`src/rtl/rv32i_pkg.sv`:
```
// Shared RV32I definitions for the front end and control path.
//   XLEN / INSTR_W       : address and instruction widths
//   RESET_PC_DEFAULT     : PC loaded by reset unless overridden
//   addr_t               : XLEN-wide address type
//   fetch_state_e        : fetch-stage sequencing states
//   OP_*                 : major op-code values (instr[6:0]) used by decode
package rv32i_pkg;

  localparam int XLEN    = 32;
  localparam int INSTR_W = 32;

  localparam logic [XLEN-1:0] RESET_PC_DEFAULT = 32'h0000_0000;

  typedef logic [XLEN-1:0] addr_t;

  typedef enum logic [1:0] {
    S_RESET = 2'd0,
    S_FETCH = 2'd1,
    S_DRAIN = 2'd2
  } fetch_state_e;

  localparam logic [6:0] OP_LUI    = 7'b0110111;
  localparam logic [6:0] OP_AUIPC  = 7'b0010111;
  localparam logic [6:0] OP_JAL    = 7'b1101111;
  localparam logic [6:0] OP_JALR   = 7'b1100111;
  localparam logic [6:0] OP_BRANCH = 7'b1100011;
  localparam logic [6:0] OP_LOAD   = 7'b0000011;
  localparam logic [6:0] OP_STORE  = 7'b0100011;
  localparam logic [6:0] OP_IMM    = 7'b0010011;
  localparam logic [6:0] OP_REG    = 7'b0110011;
  localparam logic [6:0] OP_FENCE  = 7'b0001111;
  localparam logic [6:0] OP_SYSTEM = 7'b1110011;

  // Word-align an address by clearing the byte offset.
  function automatic addr_t align_word(input addr_t a);
    return {a[XLEN-1:2], 2'b00};
  endfunction

endpackage

```
`src/rtl/fetch_fifo.sv`:
```
// Small in-order FIFO with synchronous flush.
//   clk, rst   : clock, asynchronous active-high reset
//   push_i     : write data_i at the tail (ignored when full unless popping)
//   pop_i      : remove the head (ignored when empty)
//   flush_i    : discard all entries; takes priority over push/pop
//   data_i     : tail write data
//   data_o     : head data, combinational; zero while empty
//   count_o    : number of valid entries
//   full_o     : count_o == DEPTH
//   empty_o    : count_o == 0
module fetch_fifo #(
  parameter int DEPTH = 2,
  parameter int W     = 64,
  localparam int PTR_W = (DEPTH > 1) ? $clog2(DEPTH) : 1,
  localparam int CNT_W = $clog2(DEPTH + 1)
) (
  input  logic             clk,
  input  logic             rst,
  input  logic             push_i,
  input  logic             pop_i,
  input  logic             flush_i,
  input  logic [W-1:0]     data_i,
  output logic [W-1:0]     data_o,
  output logic [CNT_W-1:0] count_o,
  output logic             full_o,
  output logic             empty_o
);
  import rv32i_pkg::*;

  logic [W-1:0]     mem_q [DEPTH];
  logic [PTR_W-1:0] rd_ptr_q;
  logic [PTR_W-1:0] wr_ptr_q;
  logic [CNT_W-1:0] count_q;
  logic             do_push;
  logic             do_pop;

  function automatic logic [PTR_W-1:0] ptr_inc(input logic [PTR_W-1:0] p);
    return (p == PTR_W'(DEPTH - 1)) ? '0 : p + PTR_W'(1);
  endfunction

  assign full_o  = (count_q == CNT_W'(DEPTH));
  assign empty_o = (count_q == '0);
  assign count_o = count_q;

  // A full FIFO may still accept a push in the same cycle as a pop: the
  // head slot is read combinationally before the write lands on it.
  assign do_pop  = pop_i && !empty_o;
  assign do_push = push_i && (!full_o || do_pop);

  assign data_o = empty_o ? '0 : mem_q[rd_ptr_q];

  // Storage carries no reset; emptiness is tracked by the count alone.
  always_ff @(posedge clk) begin
    if (do_push && !flush_i) begin
      mem_q[wr_ptr_q] <= data_i;
    end
  end

  always_ff @(posedge clk or posedge rst) begin
    if (rst) begin
      rd_ptr_q <= '0;
      wr_ptr_q <= '0;
      count_q  <= '0;
    end else if (flush_i) begin
      rd_ptr_q <= '0;
      wr_ptr_q <= '0;
      count_q  <= '0;
    end else begin
      if (do_push) wr_ptr_q <= ptr_inc(wr_ptr_q);
      if (do_pop)  rd_ptr_q <= ptr_inc(rd_ptr_q);
      if (do_push && !do_pop) begin
        count_q <= count_q + CNT_W'(1);
      end else if (!do_push && do_pop) begin
        count_q <= count_q - CNT_W'(1);
      end
    end
  end

endmodule

```
`src/rtl/fetch_unit.sv`:
```
// RV32I instruction-fetch stage.
//   clk, rst                       : clock, asynchronous active-high reset
//   imem_req_valid/ready/addr      : word fetch request to instruction memory
//   imem_rsp_valid/data            : in-order instruction responses
//   redirect_valid/pc              : flush the stage and restart at redirect_pc
//   instr_valid/ready/data/pc      : buffered instruction handed to decode
module fetch_unit #(
  parameter int              XLEN     = rv32i_pkg::XLEN,
  parameter logic [XLEN-1:0] RESET_PC = rv32i_pkg::RESET_PC_DEFAULT,
  parameter int              DEPTH    = 2
) (
  input  logic            clk,
  input  logic            rst,
  output logic            imem_req_valid,
  input  logic            imem_req_ready,
  output logic [XLEN-1:0] imem_req_addr,
  input  logic            imem_rsp_valid,
  input  logic [31:0]     imem_rsp_data,
  input  logic            redirect_valid,
  input  logic [XLEN-1:0] redirect_pc,
  output logic            instr_valid,
  input  logic            instr_ready,
  output logic [31:0]     instr_data,
  output logic [XLEN-1:0] instr_pc
);
  import rv32i_pkg::*;

  localparam int CNT_W = $clog2(DEPTH + 1);
  localparam int SUM_W = CNT_W + 1;
  localparam int BUF_W = XLEN + INSTR_W;

  fetch_state_e    state_q, state_d;
  logic [XLEN-1:0] pc_q, pc_d;
  logic [CNT_W-1:0] out_q, out_d;    // requests accepted, response not yet seen
  logic [CNT_W-1:0] drop_q, drop_d;  // of those, how many belong to a stale stream

  logic             redir;
  logic             req_fire;
  logic             rsp_live;
  logic             rsp_keep;
  logic             buf_pop;
  logic [BUF_W-1:0] buf_wdata;
  logic [BUF_W-1:0] buf_rdata;
  logic [CNT_W-1:0] buf_count;
  logic             buf_full;
  logic             buf_empty;
  logic [XLEN-1:0]  pcf_rdata;
  logic [CNT_W-1:0] pcf_count;
  logic             pcf_full;
  logic             pcf_empty;
  logic             unused_sig;

  // Redirects are only meaningful once the stage is out of reset.
  assign redir = redirect_valid && (state_q != S_RESET);

  // Outstanding requests plus buffered entries never exceed DEPTH, so every
  // live response is guaranteed a buffer slot.
  assign imem_req_valid = (state_q != S_RESET) && !redirect_valid &&
                          (({1'b0, out_q} + {1'b0, buf_count}) < SUM_W'(DEPTH));
  assign imem_req_addr  = pc_q;
  assign req_fire       = imem_req_valid && imem_req_ready;

  // Responses counted in drop are discarded; the rest belong to the current
  // stream and consume the matching entry of the request-PC FIFO.
  assign rsp_live  = imem_rsp_valid && (drop_q == '0);
  assign rsp_keep  = rsp_live && !redir;
  assign buf_pop   = instr_valid && instr_ready && !redir;
  assign buf_wdata = {pcf_rdata, imem_rsp_data};

  fetch_fifo #(.DEPTH(DEPTH), .W(XLEN)) u_pc_fifo (
    .clk     (clk),
    .rst     (rst),
    .push_i  (req_fire),
    .pop_i   (rsp_live),
    .flush_i (redir),
    .data_i  (pc_q),
    .data_o  (pcf_rdata),
    .count_o (pcf_count),
    .full_o  (pcf_full),
    .empty_o (pcf_empty)
  );

  fetch_fifo #(.DEPTH(DEPTH), .W(BUF_W)) u_buf (
    .clk     (clk),
    .rst     (rst),
    .push_i  (rsp_keep),
    .pop_i   (buf_pop),
    .flush_i (redir),
    .data_i  (buf_wdata),
    .data_o  (buf_rdata),
    .count_o (buf_count),
    .full_o  (buf_full),
    .empty_o (buf_empty)
  );

  assign instr_valid = !buf_empty;
  assign instr_data  = buf_rdata[INSTR_W-1:0];
  assign instr_pc    = buf_rdata[BUF_W-1:INSTR_W];

  always_comb begin
    state_d = state_q;
    pc_d    = pc_q;
    drop_d  = drop_q;
    out_d   = out_q + CNT_W'(req_fire) - CNT_W'(imem_rsp_valid);

    if (req_fire) pc_d = pc_q + XLEN'(4);
    if (imem_rsp_valid && (drop_q != '0)) drop_d = drop_q - CNT_W'(1);

    // No request fires in a redirect cycle, so out_d is exactly what is
    // still in flight after this cycle's response; all of it is now stale.
    if (redir) begin
      pc_d   = {redirect_pc[XLEN-1:2], 2'b00};
      drop_d = out_d;
    end

    case (state_q)
      S_RESET: state_d = S_FETCH;
      S_FETCH: if (redir && (drop_d != '0)) state_d = S_DRAIN;
      S_DRAIN: if (drop_d == '0) state_d = S_FETCH;
      default: state_d = S_RESET;
    endcase
  end

  always_ff @(posedge clk or posedge rst) begin
    if (rst) begin
      state_q <= S_RESET;
      pc_q    <= RESET_PC;
      out_q   <= '0;
      drop_q  <= '0;
    end else begin
      state_q <= state_d;
      pc_q    <= pc_d;
      out_q   <= out_d;
      drop_q  <= drop_d;
    end
  end

  a_rsp_not_full: assert property (@(posedge clk) disable iff (rst)
                                   !(imem_rsp_valid && buf_full));
  a_rsp_has_pc:   assert property (@(posedge clk) disable iff (rst)
                                   !(rsp_live && pcf_empty));

  assign unused_sig = ^{1'b0, redirect_pc[1:0], pcf_count, pcf_full, pcf_empty, buf_full};

endmodule

```
`config.mk`:
```
export PLATFORM = sky130hd
export DESIGN_NAME = fetch_unit
export DESIGN_NICKNAME = d
export VERILOG_FILES = /design/src/rtl/rv32i_pkg.sv /design/src/rtl/fetch_fifo.sv /design/src/rtl/fetch_unit.sv
export SDC_FILE = /design/constraint.sdc
export NUM_CORES = 1
export LEC_CHECK = 0
export ABC_CLOCK_PERIOD_IN_PS = 10900
export BUFFER_PORTS_ARGS = -buffer_cell sky130_fd_sc_hd__buf_2
export CELL_PAD_IN_SITES_DETAIL_PLACEMENT = 0
export CELL_PAD_IN_SITES_GLOBAL_PLACEMENT = 1
export CORE_ASPECT_RATIO = 1.1
export CORE_MARGIN = 3
export CORE_UTILIZATION = 46
export DETAILED_ROUTE_END_ITERATION = 12
export PLACE_DENSITY = 0.8
export SLEW_MARGIN = 15
export SYNTH_ARGS = -nofsm -noshare
export SYNTH_HDL_FRONTEND = slang
export SYNTH_SLANG_ARGS = --single-unit
```
`constraint.sdc`:
```
create_clock -name clk -period 10.9 [get_ports clk]
set_input_delay 1.09 -clock clk [delete_from_list [all_inputs] [get_ports clk]]
set_output_delay 1.09 -clock clk [all_outputs]
set_load 0.01 [all_outputs]
```
==> impl_metrics.py, run 1 <==
metrics = {
    "finish": {
        "fillers": 1649,
        "drive_gt1_frac": 0.260,
        "finalNonFillerCells": 1124,
        "n_antenna_cell": 0,
        "final_cell_mix": "edfxtp_1 (186), buf_2 (163), nor2_1 (118)",
        "final_util": 0.569,
        "area_growth_pct": 19.8,
        "nets": 929,
        "final_cell_area_um2": 11500,
        "final_common_cell": "edfxtp_1",
    },
    "setup_path": {
        "crit_chain": "and2_1 > fa_1 > or2_1 > or3_4 > inv_2 > buf_2",
        "r2r-start": "u_buf.count_o[0]$_DFFE_PP0P_",
        "cp.arrival_ns": 2.67,
        "crit_buf_inv": 2,
        "r2r_slack_ns": 7.19,
        "start_kind": "register",
        "cp-end-kind": "output port",
        "critPathMaxStageDelay_ns": 0.49,
        "slowest_stage": "dfrtp_1",
        "path_max_fanout": 15,
        "path_delay_family": "simple AND/OR/NAND/NOR gates",
        "rr_worst_depth": 12,
        "path_class": "register to output port",
        "cp.required_ns": 9.81,
        "regToRegEndpoint": "state_q[0]$_DFFE_PP0P_",
    },
    "clocking": {
        "cts_tree": "built",
        "cts_setup_buffers": 0,
        "clock_latency_ns": 0.50,
        "cts-root-buf": "clkbuf_16",
        "clockBufferDepth": 3,
        "htree_levels": 1,
        "cts_buffers": 24,
        "hold_buffers": 0,
        "clock-sinks": 230,
        "cts.clk_slew.worst_paths_ns": 0.06,
        "cts_resized": 0,
    },
    "synthesis": {
        "synth-edff-count": 186,
        "synthCells": 687,
        "ys_async_sr_fraction": 0.191,
        "synth_area_um2": 9570,
        "yosysTopAreaCellShare": 0.584,
        "synth_top_flop_cell": "edfxtp_1",
        "ys_seq_area_frac": 0.699,
        "ys_ff_latch": 230,
        "synth.distinct_cells": 50,
        "synth_area_per_cell_um2": 13.9,
        "synth.area.top_cells": "edfxtp_1 (58%), dfrtp_1 (12%), mux2i_1 (9.9%)",
        "yosys_warnings": 0,
        "yosys.area.top_type": "edfxtp_1",
    },
    "sta": {
        "final-setup-viol-count": 0,
        "fin_setup_tns_ns": 0,
        "tightest_slew_ns": 1.14,
        "period_share": 0.345,
        "min_period_ns": 3.76,
        "hold_viol": 0,
        "setup_slack_ns": 7.14,
        "whs_ns": 0.548,
        "slew_headroom": 0.241,
        "slew_violations": 0,
        "fin_skew_ns": 0.0106,
        "fmax_ghz": 0.266,
        "grt_setup_unrepaired": "false",
    },
    "placed_design": {
        "portBuffers": 163,
        "gp_congestion": 0.803,
        "place_inst": 1080,
        "hpwl_um": 13000,
        "place_area_um2": 10700,
        "dp_slack_ns": 7.23,
    },
    "grt": {
        "first_global_vias": 5951,
        "antenna_found_initial": 0,
        "grt_pass1_wl_um": 31100,
        "overflow": 0,
        "track_usage": 0.172,
        "grt_max_degree": 65,
    },
    "hold_path": {
        "min_from": "state_q[0]$_DFFE_PP0P_",
        "hold_path_depth": 1,
        "holdPathEnd": "state_q[1]$_DFFE_PP0P_",
        "hp-class": "register to register",
    },
    "power_and_ir_drop": {
        "ir_worst_vdd_uv": 174,
        "p_total_mw": 2.80,
        "powerDensity_nw_per_um2": 244,
        "p_leak_nw": 4.31,
    },
    "status": {
        "status": "finished clean",
    },
    "floorplan": {
        "die_x_um": 143,
        "die_h_um": 157,
        "core_um2": 20100,
        "std_cell_rows": 54,
        "io_pins": 168,
        "start_util": 0.475,
        "dieArea_um2": 22600,
    },
    "route": {
        "routed_wl_um": 19900,
        "drc": 0,
        "wl_per_cell_um": 17.7,
        "final_antenna_net_count": 0,
        "vias_per_cell": 5.32,
        "num_vias": 5976,
        "drtIter0Drc": 321,
        "dr.pass1.iters": 5,
    },
    "job": {
        "cap_violations": 0,
    },
}
[final cells by class]
cell class                 instances  area (um2)  area share
inverter                          12        45.0     0.00393
timing repair buffer             173         891      0.0778
sequential                       230        6690       0.584
multi-input combinational        413        2720       0.238
tap                              252         315      0.0275
clock inverter                     9        98.8     0.00863
clock buffer                      35         693      0.0605
[sequential cells by signal (all words and copies together) (netlist names)]
name and flops:
u_buf.count_o 2, u_buf.rd_ptr_q 1, u_buf.mem_q 126, imem_req_addr 30, out_q 2, drop_q 2
state_q 2, u_pc_fifo.rd_ptr_q 1, u_buf.wr_ptr_q 1, u_pc_fifo.mem_q 60, u_pc_fifo.count_o 2, u_pc_fifo.wr_ptr_q 1
[worst reg2reg max path, stage by stage, from the launching register on]
cell,delay (ns)
dfrtp_1,0.49
and2_1,0.19
fa_1,0.40
or2_1,0.29
or4b_1,0.73
ha_1,0.38
inv_1,0.04
ha_1,0.19
xor3_1,0.26
nor2_1,0.08
nor2_1,0.13
o21ai_0,0.12
a2bb2o_1,0.30
[per-layer routing]
metal | vias up | wire (um) | global-route usage
li1 | 2838 | - | -
met1 | 2889 | 8540 | 0.228
met2 | 211 | 9450 | 0.292
met3 | 38 | 1440 | 0.0313
met4 | 0 | 482 | 0.0511
met5 | - | 0 | 0
[cells by family (layout without fill, tap and decap cells)]
family	after synthesis	in the layout	synth area share
flops	230	230	0.699
compound gates	51	51	0.0317
fa+ha+maj	5	5	0.00733
buf+inv	47	229	0.0200
mux	99	99	0.104
simple gates	226	226	0.110
other cells	1	4	0.000392
xor+xnor	28	28	0.0272
[cell usage after synthesis, types with 2 or more instances]
cell and n:
buf_1 7, xnor2_1 16, xor2_1 11, o21ai_1 2, buf_4 3, nand4_1 16, nand3_1 14, or3_1 4
nor3_1 5, nor2b_1 2, inv_1 11, clkbuf_1 22, nand2_1 32, nor4_1 5, a31oi_1 6, buf_2 3
or2_2 2, a21oi_1 7, and3_1 12, and2_1 3, nor4_4 2, mux2i_1 95, mux2_2 4, a211oi_1 3
ha_1 4, dfrtp_1 44, nor2_1 121, edfxtp_1 186, o21ai_0 24
[worst max-delay path by stage]
stage                                             from                                to  cells after the start
after floorplan                         redirect_valid       u_buf.mem_q[0][0]$_DFFE_PP_                      4
after global placement    u_buf.count_o[0]$_DFFE_PP0P_  u_pc_fifo.mem_q[0][25]$_DFFE_PP_                      7
after detailed placement  u_buf.count_o[0]$_DFFE_PP0P_            state_q[0]$_DFFE_PP0P_                     12
after CTS                 u_buf.count_o[0]$_DFFE_PP0P_                    imem_req_valid                      6
after global routing      u_buf.count_o[0]$_DFFE_PP0P_            state_q[1]$_DFFE_PP0P_                     12
final                     u_buf.count_o[0]$_DFFE_PP0P_                    imem_req_valid                      6
[power by group]
part | switching, mW | internal (mW) | leakage (nW)
Sequential | 0.178 | 1.14 | 2.23
Combinational | 0.404 | 0.282 | 1.70
Clock | 0.311 | 0.488 | 0.384
Note: power is estimated with default switching activity, not from simulation.
==> run 2, diff against run 1 <==
Settings changed: ABC_CLOCK_PERIOD_IN_PS 10900 to 3550.
Clock period 10.9 ns to 3.55 ns, I/O delays scaled along.
==> run 2 against run 1 <==
Net effect: the run now ends with hold timing left; clock-buffer cell count decreased by 7; utilization increased by 0.71 points; design area increased by 1.2%; via count decreased by 0.60%; clock power increased to 3.4 times the previous value; power increased to 3.2 times the previous value; global-route usage about the same; first-iteration DRC count increased by 2.8%; highest routed layer unchanged.
==> impl_metrics.py, run 2 (synthesized netlist as in run 1, its figures left out) <==
metrics = {
    "sta": {
        "min_period_ns": 3.29,
        "final-setup-viol-count": 0,
        "fin_setup_tns_ns": 0,
        "fin_skew_ns": 0.00847,
        "slew_headroom": 0.236,
        "fmax_ghz": 0.304,
        "grt_setup_unrepaired": "false",
        "setup_slack_ns": 0.262,
        "period_share": 0.926,
        "hold_viol": 13,
        "slew_violations": 0,
        "whs_ns": -0.00784,
        "tightest_slew_ns": 1.15,
    },
    "status": {
        "status": "finished with violations",
        "violations": "hold timing",
    },
    "clocking": {
        "cts_setup_buffers": 0,
        "cts_buffers": 24,
        "htree_levels": 1,
        "clockBufferDepth": 3,
        "cts_resized": 0,
        "cts_tree": "built",
        "clock_latency_ns": 0.51,
        "cts.clk_slew.worst_paths_ns": 0.06,
        "cts-root-buf": "clkbuf_16",
        "clock-sinks": 230,
        "hold_buffers": 0,
    },
    "finish": {
        "area_growth_pct": 21.2,
        "drive_gt1_frac": 0.269,
        "nets": 931,
        "n_antenna_cell": 0,
        "final_cell_mix": "edfxtp_1 (186), buf_2 (163), nor2_1 (118)",
        "final_common_cell": "edfxtp_1",
        "regMostFlops": "u_buf.mem_q",
        "largest_reg_flops": 126,
    },
    "floorplan": {
        "dieArea_um2": 22600,
        "core_um2": 20100,
        "die_x_um": 143,
        "std_cell_rows": 54,
        "start_util": 0.475,
        "io_pins": 168,
        "die_h_um": 157,
    },
    "hold_path": {
        "hp-class": "primary input to asynchronous set/reset pin",
    },
    "route": {
        "wl_per_cell_um": 17.5,
        "final_antenna_net_count": 0,
        "vias_per_cell": 5.28,
        "drc": 0,
        "routed_wl_um": 19700,
        "drtIter0Drc": 330,
        "dr.pass1.iters": 4,
        "num_vias": 5940,
    },
    "power_and_ir_drop": {
        "combPwrFrac": 0.237,
        "p_total_mw": 8.87,
        "p_int_mw": 6.11,
        "swShare": 0.311,
        "ir_worst_vdd_uv": 397,
        "p_leak_nw": 4.37,
        "power_frac_seq": 0.456,
        "p_switching_mw": 2.76,
        "pwr-share-clk": 0.307,
        "powerDensity_nw_per_um2": 765,
    },
    "grt": {
        "first_global_vias": 6103,
        "track_usage": 0.172,
        "grt_max_degree": 65,
        "overflow": 0,
        "antenna_found_initial": 0,
        "grt_pass1_wl_um": 31200,
    },
    "setup_path": {
        "path_max_fanout": 7,
        "path_class": "register to register",
        "cp.required_ns": 3.94,
        "critPathMaxStageDelay_ns": 0.51,
        "start_kind": "register",
        "cp.arrival_ns": 3.68,
        "crit_buf_inv": 1,
        "slowest_stage": "or4b_1",
        "crit_chain": "and2_1 > fa_1 > or2_1 > or4b_1 > ha_1 > inv_1 > ha_1 > xor3_1 > nor2_1 > nor2_1 > o21ai_0 > a2bb2o_1",
        "cp-end-kind": "register",
        "path_delay_family": "simple AND/OR/NAND/NOR gates",
    },
    "placed_design": {
        "gp_congestion": 0.805,
        "portBuffers": 163,
        "hpwl_um": 13100,
        "dp_slack_ns": 0.239,
    },
    "job": {
        "cap_violations": 0,
    },
}
==> run 2: layout make-up <==
cell class                      count  area [um2]
Sequential cell                   230        6690
Fill cell                        1640        8540
Timing Repair Buffer              175         931
Clock buffer                       28         647
Clock inverter                     16         238
Multi-Input combinational cell    413        2730
Inverter                           12        45.0
Tap cell                          252         315
==> run 2: metrics by stage <==
step	util	cells	area [um2]	hold slack (ns)
floorplan	-	690	9590	0.454
global placement	0.532	1082	10700	0.506
detailed placement	0.532	1082	10700	0.528
CTS	0.576	1126	11600	0.00231
global route	0.576	1126	11600	0.0204
finish	0.576	1126	11600	-0.00784
==> run 2: layer usage <==
layer | GRT usage | wire [um] | vias to the layer above
met4 | 0.0493 | 403 | 0
met1 | 0.234 | 8860 | 2873
met5 | 0 | 0 | -
li1 | - | - | 2843
met2 | 0.286 | 9300 | 191
met3 | 0.0310 | 1180 | 33
==> run 2: tightest hold or removal path, cell delays in order <==
cell and delay (ns):
buf_2 0.10, clkinv_1 0.03, buf_4 0.48
==> run 2: worst paths after layout <==
check	from	end	cells after the start	slack, ns
max	u_buf.count_o[0]$_DFFE_PP0P_	state_q[0]$_DFFE_PP0P_	12	0.26
min	rst	imem_req_addr[24]$_DFFE_PP0P_	3	-0.008
max reg2reg	u_buf.count_o[0]$_DFFE_PP0P_	state_q[0]$_DFFE_PP0P_	12	0.26
min reg2reg	state_q[0]$_DFFE_PP0P_	state_q[1]$_DFFE_PP0P_	1	0.53
max in group asynchronous	rst	u_buf.rd_ptr_q$_DFFE_PP0P_	3	3.10
min in group clk	imem_rsp_data[19]	u_buf.mem_q[0][19]$_DFFE_PP_	1	0.04
==> run 2: power groups by stage <==
stage               registers, mW  logic [mW]  clock network, mW
floorplan                    3.90        1.41                  0
global placement             4.05        2.07                  0
detailed placement           4.09        2.13                  0
CTS                          4.04        2.14               2.78
global route                 4.11        2.34               2.91
finish                       4.04        2.11               2.72
==> run 3, diff against run 2 <==
Settings changed: CAP_MARGIN set to 25, PLACE_DENSITY 0.8 to unset, PLACE_DENSITY_LB_ADDON set to 0.1.
==> run 3 against run 2 <==
Net effect: the flow now finishes without violations; register-to-register slack got worse by 0.02 ns; via count rose by 0.13%; cell count unchanged; design area shrank 0.41%; clock skew up 0.0035 ns; clock-buffer cell count increased by 4; hold slack improved by 0.052 ns; utilization shrank 0.24 points; first-iteration DRC count increased by 19%; sequential cell count unchanged; global-route usage decreased by 0.15 points; sequential share of layout area rose by 0.23 points; critical path type unchanged; largest cell class unchanged.
==> impl_metrics.py, run 3 (synthesized netlist as in run 1, its figures left out) <==
metrics = {
    "clocking": {
        "clock_latency_ns": 0.50,
        "cts-root-buf": "clkbuf_16",
        "cts_buffers": 23,
        "cts_setup_buffers": 0,
        "hold_buffers": 1,
        "clockBufferDepth": 3,
        "htree_levels": 1,
        "clock-sinks": 230,
        "cts_tree": "built",
        "cts_resized": 0,
        "cts.clk_slew.worst_paths_ns": 0.06,
    },
    "setup_path": {
        "slowest_stage": "or4b_1",
        "cp-end-kind": "register",
        "path_max_fanout": 7,
        "critPathMaxStageDelay_ns": 0.52,
        "crit_chain": "and2_1 > fa_1 > or2_1 > or4b_1 > ha_1 > inv_1 > ha_1 > xor3_1 > nor2_1 > nor2_1 > o21ai_0 > a2bb2o_1",
        "cp.arrival_ns": 3.69,
        "path_delay_family": "simple AND/OR/NAND/NOR gates",
        "path_class": "register to register",
        "cp.required_ns": 3.93,
        "crit_buf_inv": 1,
        "start_kind": "register",
    },
    "finish": {
        "n_antenna_cell": 0,
        "fillers": 1648,
        "multiInputGateArea_um2": 2730,
        "final_cell_mix": "edfxtp_1 (186), buf_2 (163), nor2_1 (118)",
        "regMostFlops": "u_buf.mem_q",
        "nets": 932,
        "largest_reg_flops": 126,
        "final_common_cell": "edfxtp_1",
        "area_growth_pct": 20.7,
        "drive_gt1_frac": 0.263,
        "register_area_um2": 6690,
    },
    "job": {
        "cap_violations": 0,
    },
    "placed_design": {
        "hpwl_um": 12900,
        "gp_congestion": 0.829,
        "portBuffers": 163,
        "dp_slack_ns": 0.238,
    },
    "grt": {
        "track_usage": 0.170,
        "grt_pass1_wl_um": 31000,
        "antenna_found_initial": 0,
        "overflow": 0,
        "first_global_vias": 5964,
        "grt_max_degree": 65,
    },
    "route": {
        "top_layer": "met4",
        "routed_wl_um": 19500,
        "num_vias": 5948,
        "dr_wl_met3_um": 1310,
        "met2_length_um": 9060,
        "drc": 0,
        "vias_per_cell": 5.28,
        "drtIter0Drc": 392,
        "final_antenna_net_count": 0,
        "met1_length_um": 8730,
        "dr.pass1.iters": 5,
        "wl_per_cell_um": 17.3,
    },
    "floorplan": {
        "dieArea_um2": 22600,
        "core_um2": 20100,
        "start_util": 0.475,
        "std_cell_rows": 54,
        "io_pins": 168,
        "die_x_um": 143,
        "die_h_um": 157,
    },
    "power_and_ir_drop": {
        "ir_worst_vdd_uv": 380,
        "p_leak_nw": 4.35,
        "powerDensity_nw_per_um2": 749,
        "p_total_mw": 8.65,
    },
    "sta": {
        "slew_violations": 0,
        "fin_setup_tns_ns": 0,
        "min_period_ns": 3.31,
        "tightest_slew_ns": 0.729,
        "grt_setup_unrepaired": "false",
        "whs_ns": 0.0439,
        "hold_viol": 0,
        "setup_slack_ns": 0.242,
        "fmax_ghz": 0.302,
        "period_share": 0.932,
        "final-setup-viol-count": 0,
        "fin_skew_ns": 0.0120,
        "slew_headroom": 0.512,
    },
    "hold_path": {
        "hp-class": "primary input to register",
    },
    "status": {
        "status": "finished clean",
    },
}
## run 3: changes by cell type in the layout (fill, tap and decap cells not counted), sizes merged
cell         before  now
clkbuf           28   32
clkinv            9    5
bufinv            6    4
buf             175  176
clkinvlp          2    1
dlygate4sd3       0    1
inv              11   12
## run 3: layer usage
| metal | track usage | vias to the layer above |
|---|---|---|
| met5 | 0 | - |
| met4 | 0.0511 | 0 |
| met3 | 0.0334 | 33 |
| met2 | 0.279 | 184 |
| met1 | 0.233 | 2874 |
| li1 | - | 2857 |
## run 3: final timing paths
check                      slack, ns                         start  cells after the start                       endpoint
setup / recovery                0.24  u_buf.count_o[0]$_DFFE_PP0P_                     12         state_q[0]$_DFFE_PP0P_
hold / removal                  0.04             imem_rsp_data[12]                      1   u_buf.mem_q[0][12]$_DFFE_PP_
setup reg to reg                0.24  u_buf.count_o[0]$_DFFE_PP0P_                     12         state_q[0]$_DFFE_PP0P_
hold reg to reg                 0.55        state_q[0]$_DFFE_PP0P_                      1         state_q[1]$_DFFE_PP0P_
max in group asynchronous       2.54                           rst                      4     u_buf.rd_ptr_q$_DFFE_PP0P_
min in group asynchronous       0.55                           rst                      4  imem_req_addr[17]$_DFFE_PP0P_
## run 3: cell type report
type,instances,area share
timing repair buffer,177,0.0843
sequential,230,0.579
clock buffer,32,0.0554
tap,252,0.0273
inverter,12,0.00390
multi-input combinational,413,0.236
clock inverter,10,0.0135
## run 3: stage by stage
stage | instances | utilization | cell area, um2
finish | 1126 | 0.574 | 11500
global route | 1126 | 0.574 | 11500
CTS | 1126 | 0.574 | 11500
detailed placement | 1083 | 0.534 | 10700
global placement | 1083 | 0.534 | 10700
floorplan | 690 | - | 9590
## run 3: power by group
group          internal [mW]  total, mW  leakage [nW]  switching, mW
clock network           1.55       2.50         0.389          0.951
logic                  0.886       2.16          1.73           1.28
registers               3.49       3.98          2.23          0.492
total                   5.93       8.65          4.35           2.72
## run 3: worst reg2reg max path, cell delays in order (launching register included)
cell	delay, ns
dfrtp_1	0.47
and2_1	0.19
fa_1	0.42
or2_1	0.29
or4b_1	0.52
ha_1	0.30
inv_1	0.04
ha_1	0.17
xor3_1	0.24
nor2_1	0.07
nor2_1	0.11
o21ai_0	0.10
a2bb2o_1	0.28
